## config.mk

```make
export PLATFORM = sky130hd
export DESIGN_NAME = video_fetch_flat
export DESIGN_NICKNAME = d
export VERILOG_FILES = /design/src/rtl/video_fetch_pkg.sv /design/src/rtl/video_fetch_if.sv /design/src/rtl/video_fetch_plane_shifter.sv /design/src/rtl/video_fetch.sv /design/src/flat_wrapper.sv
export SDC_FILE = /design/constraint.sdc
export NUM_CORES = 1
export LEC_CHECK = 0
export CORE_AREA = 2 2 102 94
export DETAILED_ROUTE_END_ITERATION = 6
export DIE_AREA = 0 0 104 96
export PLACE_DENSITY = 0.81
export SLEW_MARGIN = 20
export SYNTH_ARGS = -nofsm -noshare
export SYNTH_HDL_FRONTEND = slang
export SYNTH_HIERARCHICAL = 1
export SYNTH_SLANG_ARGS = --single-unit
export TNS_END_PERCENT = 10
```

## constraint.sdc

```tcl
create_clock -name clk24 -period 2.5 [get_ports clk24]
set_input_delay 0.375 -clock clk24 [delete_from_list [all_inputs] [get_ports clk24]]
set_output_delay 0.375 -clock clk24 [all_outputs]
set_load 0.02 [all_outputs]
```

## src/rtl/video_fetch_pkg.sv

```systemverilog
// Shared timing constants, fetch FSM encoding and SRAM plane-address packing
// for the video fetch stage.
package video_defs;

  localparam logic [8:0] H_TOTAL     = 9'd384;
  localparam logic [8:0] H_ACT_START = 9'd64;
  localparam logic [8:0] H_ACTIVE    = 9'd256;
  localparam logic [8:0] H_ACT_END   = H_ACT_START + H_ACTIVE;
  localparam logic       PLANE_BASE  = 1'b1;

  typedef enum logic [2:0] {
    ST_IDLE,
    ST_F0,
    ST_F1,
    ST_F2,
    ST_F3,
    ST_HOLD
  } fetch_st_t;

  function automatic logic [15:0] plane_addr(
    input logic [1:0] plane,
    input logic [4:0] col,
    input logic [7:0] row
  );
    return {PLANE_BASE, plane, col, row};
  endfunction

endpackage

```

## src/rtl/video_fetch_if.sv

```systemverilog
// SRAM read port shared between the video fetch stage and the SRAM arbiter.
interface video_fetch_if;

  logic        video_slice;
  logic        pipe_ab;
  logic [7:0]  SRAM_DQ;
  logic [15:0] SRAM_ADDR;

  modport master (
    input  video_slice,
    input  pipe_ab,
    input  SRAM_DQ,
    output SRAM_ADDR
  );

  modport slave (
    output video_slice,
    output pipe_ab,
    output SRAM_DQ,
    input  SRAM_ADDR
  );

endinterface

```

## src/rtl/video_fetch_plane_shifter.sv

```systemverilog
// Four 8-bit plane shift registers; emits one colour index per pixel tick,
// one tick behind the load/shift that produced it.
module plane_shifter (
  input  logic            clk24,
  input  logic            reset,
  input  logic            ce,
  input  logic            load,
  input  logic            shift,
  input  logic            active,
  input  logic [3:0][7:0] din,
  output logic [3:0]      coloridx
);

  logic [3:0][7:0] sr;

  always_ff @(posedge clk24) begin
    if (reset) begin
      sr       <= '0;
      coloridx <= '0;
    end else if (ce) begin
      coloridx <= active
        ? {sr[3][7], sr[2][7], sr[1][7], sr[0][7]}
        : 4'd0;
      if (load) begin
        sr <= din;
      end else if (shift) begin
        for (int i = 0; i < 4; i++) begin
          sr[i] <= {sr[i][6:0], 1'b0};
        end
      end
    end
  end

endmodule

```

## src/rtl/video_fetch.sv

```systemverilog
// Per-line bit-plane fetch: reads four planes per column from SRAM during
// video slices and double-buffers them into the plane shifter.
module video_fetch
  import video_defs::*;
(
  input  logic         clk24,
  input  logic         reset,
  input  logic         ce_pixel,
  input  logic         line_start,
  input  logic [7:0]   row,
  video_fetch_if.master bus,
  output logic [3:0]   coloridx,
  output logic         borderx,
  output logic         underrun
);

  fetch_st_t       state;
  fetch_st_t       state_nx;
  logic [8:0]      hcnt;
  logic [4:0]      col;
  logic [3:0][7:0] fetch_reg;
  logic            fetch_valid;
  logic [1:0]      plane;
  logic            in_fetch;
  logic            tick;
  logic            active;
  logic [2:0]      rel;
  logic            boundary;
  logic            ld;
  logic            sample;

  assign tick   = ce_pixel & ~line_start;
  assign active = (hcnt >= H_ACT_START) && (hcnt < H_ACT_END);
  assign rel    = hcnt[2:0] - H_ACT_START[2:0];

  // Last active pixel has no following column to load.
  assign boundary =
    (hcnt == H_ACT_START - 9'd1) ||
    (active && rel == 3'd7 &&
     hcnt != H_ACT_END - 9'd1);

  assign ld     = tick & boundary & (state != ST_IDLE);
  assign sample = in_fetch & bus.video_slice & bus.pipe_ab;

  always_comb begin
    plane    = 2'd0;
    in_fetch = 1'b1;
    unique case (state)
      ST_F0:   plane = 2'd0;
      ST_F1:   plane = 2'd1;
      ST_F2:   plane = 2'd2;
      ST_F3:   plane = 2'd3;
      default: in_fetch = 1'b0;
    endcase
  end

  assign bus.SRAM_ADDR = in_fetch
    ? plane_addr(plane, col, row)
    : {PLANE_BASE, 15'd0};

  always_comb begin
    state_nx = state;
    if (line_start) begin
      state_nx = ST_F0;
    end else if (ld) begin
      state_nx = (col != 5'd31) ? ST_F0 : ST_IDLE;
    end else if (sample) begin
      unique case (state)
        ST_F0:   state_nx = ST_F1;
        ST_F1:   state_nx = ST_F2;
        ST_F2:   state_nx = ST_F3;
        ST_F3:   state_nx = ST_HOLD;
        default: state_nx = state;
      endcase
    end
  end

  always_ff @(posedge clk24) begin
    if (reset) state <= ST_IDLE;
    else       state <= state_nx;
  end

  always_ff @(posedge clk24) begin
    if (reset) begin
      hcnt        <= '0;
      col         <= '0;
      fetch_reg   <= '0;
      fetch_valid <= 1'b0;
      underrun    <= 1'b0;
      borderx     <= 1'b1;
    end else if (line_start) begin
      hcnt        <= '0;
      col         <= '0;
      fetch_valid <= 1'b0;
      underrun    <= 1'b0;
    end else begin
      if (tick) begin
        hcnt    <= (hcnt == H_TOTAL - 9'd1)
                   ? 9'd0 : hcnt + 9'd1;
        borderx <= ~active;
      end
      if (ld) begin
        fetch_valid <= 1'b0;
        col         <= col + 5'd1;
        if (!fetch_valid) underrun <= 1'b1;
      end else if (sample) begin
        fetch_reg[plane] <= bus.SRAM_DQ;
        if (state == ST_F3) fetch_valid <= 1'b1;
      end
    end
  end

  plane_shifter u_shift (
    .clk24    (clk24),
    .reset    (reset),
    .ce       (tick),
    .load     (ld),
    .shift    (active & ~ld),
    .active   (active),
    .din      (fetch_valid ? fetch_reg : '0),
    .coloridx (coloridx)
  );

endmodule

```

## src/flat_wrapper.sv

```systemverilog
// flat-port wrapper written by rule: the top's interface ports become plain ports
module video_fetch_flat import video_defs::*;
  (clk24, reset, ce_pixel, line_start, row, coloridx, borderx, underrun, bus_video_slice, bus_pipe_ab, bus_SRAM_DQ, bus_SRAM_ADDR);
  video_fetch_if bus_i ();
  input  logic clk24;
  input  logic reset;
  input  logic ce_pixel;
  input  logic line_start;
  input  logic [7:0] row;
  output logic [3:0] coloridx;
  output logic borderx;
  output logic underrun;
  input wire logic [$bits(bus_i.video_slice)-1:0] bus_video_slice;
  input wire logic [$bits(bus_i.pipe_ab)-1:0] bus_pipe_ab;
  input wire logic [$bits(bus_i.SRAM_DQ)-1:0] bus_SRAM_DQ;
  output wire logic [$bits(bus_i.SRAM_ADDR)-1:0] bus_SRAM_ADDR;
  assign bus_i.video_slice = bus_video_slice;
  assign bus_i.pipe_ab = bus_pipe_ab;
  assign bus_i.SRAM_DQ = bus_SRAM_DQ;
  assign bus_SRAM_ADDR = bus_i.SRAM_ADDR;
  video_fetch u_core (.clk24(clk24), .reset(reset), .ce_pixel(ce_pixel), .line_start(line_start), .row(row), .bus(bus_i), .coloridx(coloridx), .borderx(borderx), .underrun(underrun));
endmodule
```

==> out/results.ini <==
[run]
drv_cap = 0

[clock_tree]
cts_buffers = 9
clock-sinks = 88
clockRootBuffer = clkbuf_8
clk_pin_slew_ns = 0.09
postCtsHoldBufs = 0
cts_tree = done
htree_levels = 3
max-clock-path-buffers = 2
worstSkewPairLatency_ns = 0.37

[drt]
vias_per_cell = 5.56
vias = 3573
post_drt_wl_per_cell_um = 15.9
drt_iter0_drc = 186
routed_wl_um = 10200
drc = 0
drtAntennaViolNets = 0
first_pass_iters = 5

[final_layout]
fin_area_mm2 = 0.00537
insertedDiodeCount = 0
fin_nets = 543
drive_gt1_share_pct = 16.1
syn2layout_area_growth_pct = 18.2

[power]
peakVddDrop_v = 0.000344
p_leak_nw = 1.83
p_per_area_mw_per_mm2 = 489

[timing]
finalSetupViolations = 0
setup_slack_ns = 0.122
fin_worst_skew_ns = 0.0149
max_freq_ghz = 0.420
relSlewSlack_pct = 52.5
rsz0062_at_grt = no
final-max-slew-violation-count = 0
fin_crit_sh_pct = 95.1
finalHoldViolCount = 0
worstMarginPinSlew_ns = 0.712
min_period_ns = 2.38

[critical_path]
crit_path_max_incr_delay_ns = 0.37
slowest_stage = a2111oi_4
crit_chain = ha_1 -> ha_2 -> o21ai_1 -> o31ai_4 -> o2bb2ai_4 -> buf_4 -> a2111oi_4 -> buf_6 -> mux2i_1 -> nor2_1
crit_type = register to register
required_ns = 2.74
cp_num_buf_inv = 2
cp_max_fo = 9
critPathCaptureType = register
cp-start-kind = register
cp.arrival_ns = 2.61
path_delay_family = compound AO/OA/AOI/OAI gates

[hold_path]
hp-class = input pin to register

[floorplan]
fp.dieH_um = 96
num_rows = 33
chipWidth_um = 104
initial_utilization_pct = 50.9
ioPinCount = 44
dieArea_mm2 = 0.00998
coreArea_mm2 = 0.00892

[logic_synthesis]
synth_edf_count = 0
synth_common_cells = dfxtp_1, mux2i_1, and2_1
ys_seq_area_share_pct = 38.8
synth_area_leader_cell = dfxtp_1
synth.area.top_cells = dfxtp_1, mux2i_1, o32ai_2
avgSynthCellArea_um2 = 9.74
synthArstFlopShare_pct = 0
synth_top_area_share_pct = 38.8
ys.flop_type = dfxtp_1
yosys_warnings = 6
syn_inst = 466
ys_types = 46
syn_nets = 493
ys_seq_elements = 88
netlist_area_mm2 = 0.00454
synth.most_common_cell = dfxtp_1

[placement]
dpl_cell_area_mm2 = 0.00507
dp_slack_ns = -0.0969
port_buffers = 42
place.gp.congestion = 0.885
hpwl_um = 6680

[grt]
antenna_found_initial = 0
grt_overflow = 0
grt_util_met3_pct = 5.28
grt_use_total_pct = 20.4
grt_pass1_vias = 3383
grtUsageMet2_pct = 34.5
grt_start_max_net_pins = 64
grt_pass1_wl_um = 16300
top_usage_layer = met2
use_met1_pct = 25.3

[run_status]
run_status = complete, no violations

## stage by stage
| stage | instances | setup TNS, ns | power [W] | hold WS, ns | util, % |
|---|---|---|---|---|---|
| 6_report | 643 | 0 | 0.00263 | 0.363 | 60.2 |
| 5_1_grt | 643 | 0 | 0.00272 | 0.373 | 60.2 |
| 4_1_cts | 639 | -0.363 | 0.00264 | 0.354 | 59.4 |
| 3_5_place_dp | 623 | -1.58 | 0.00163 | 0.457 | 56.9 |
| 3_3_place_gp | 623 | 0 | 0.00162 | 0.452 | 56.9 |
| 2_1_floorplan | 466 | 0 | 0.00155 | 0.442 | - |
## logic make-up (layout without fill, tap and decap cells)
group,after synthesis,after routing,synth area share (%)
AO/OA/AOI/OAI,76,76,16.7
buffers and inverters,36,90,5.32
adder cells (fa/ha/maj),5,5,1.38
AND/OR/NAND/NOR,194,195,23.3
flip-flops,88,88,38.8
multiplexers,53,53,11.7
other,1,1,0.0826
XOR/XNOR,13,13,2.67
## cells in the final DEF, fill, tap and decap left out, types with 3 or more instances in the layout
master and n:
dfxtp_1 85, mux2i_1 53, and2_1 47, nor2_1 46
nand2b_1 40, clkdlybuf4s50_1 36, o32ai_2 22, nand3_1 21
buf_4 21, a21oi_1 17, nand2_1 15, clkbuf_8 10
o21ai_0 10, xor2_1 7, inv_1 6, o32ai_1 6
dlymetal6s2s_1 5, o21ai_1 5, xnor2_1 5, nand4b_1 5
nor2_4 4, nand4_1 4, ha_1 4, nor3_1 3
a31oi_1 3, a211o_1 3, dfxtp_2 3
## layout make-up
class                           count  area, um^2
Multi-Input combinational cell    343        2580
Inverter                            6        22.5
Clock inverter                      6        66.3
Timing Repair Buffer               68         648
Sequential cell                    88        1770
Clock buffer                       10         138
Fill cell                         753        3550
Tap cell                          122         153
## power breakdown
part | internal [W] | switching (W)
registers | 0.00141 | 0.00000567
clock network | 0.000495 | 0.000526
logic | 0.0000890 | 0.000104
total | 0.00199 | 0.000636
## metal layers
metal	share of wire, %	vias to the layer above
met4	1.8	0
met3	4.6	15
li1	-	1735
met1	45	1733
met2	48	90
met5	0	-
## path summary, 6_finish.rpt
path | startpoint | slack [ns] | cells after the start | to
min reg2reg | u_core/borderx | 0.47 | 1 | u_core/borderx
min | reset | 0.36 | 2 | u_core/u_shift/coloridx[0]
max reg2reg | u_core/hcnt[0] | 0.12 | 10 | u_core/fetch_reg[26]
max | u_core/hcnt[0] | 0.12 | 10 | u_core/fetch_reg[26]
## what timing repair did
action                     in CTS  in global routing
resized for setup               3                 16
buffers inserted                0                  3
setup endpoints to repair      41                 51
hold endpoints to repair        0                  0
pin swaps                      10                  2
gates cloned                    0                  1
Power figures use the tool's default switching activity.
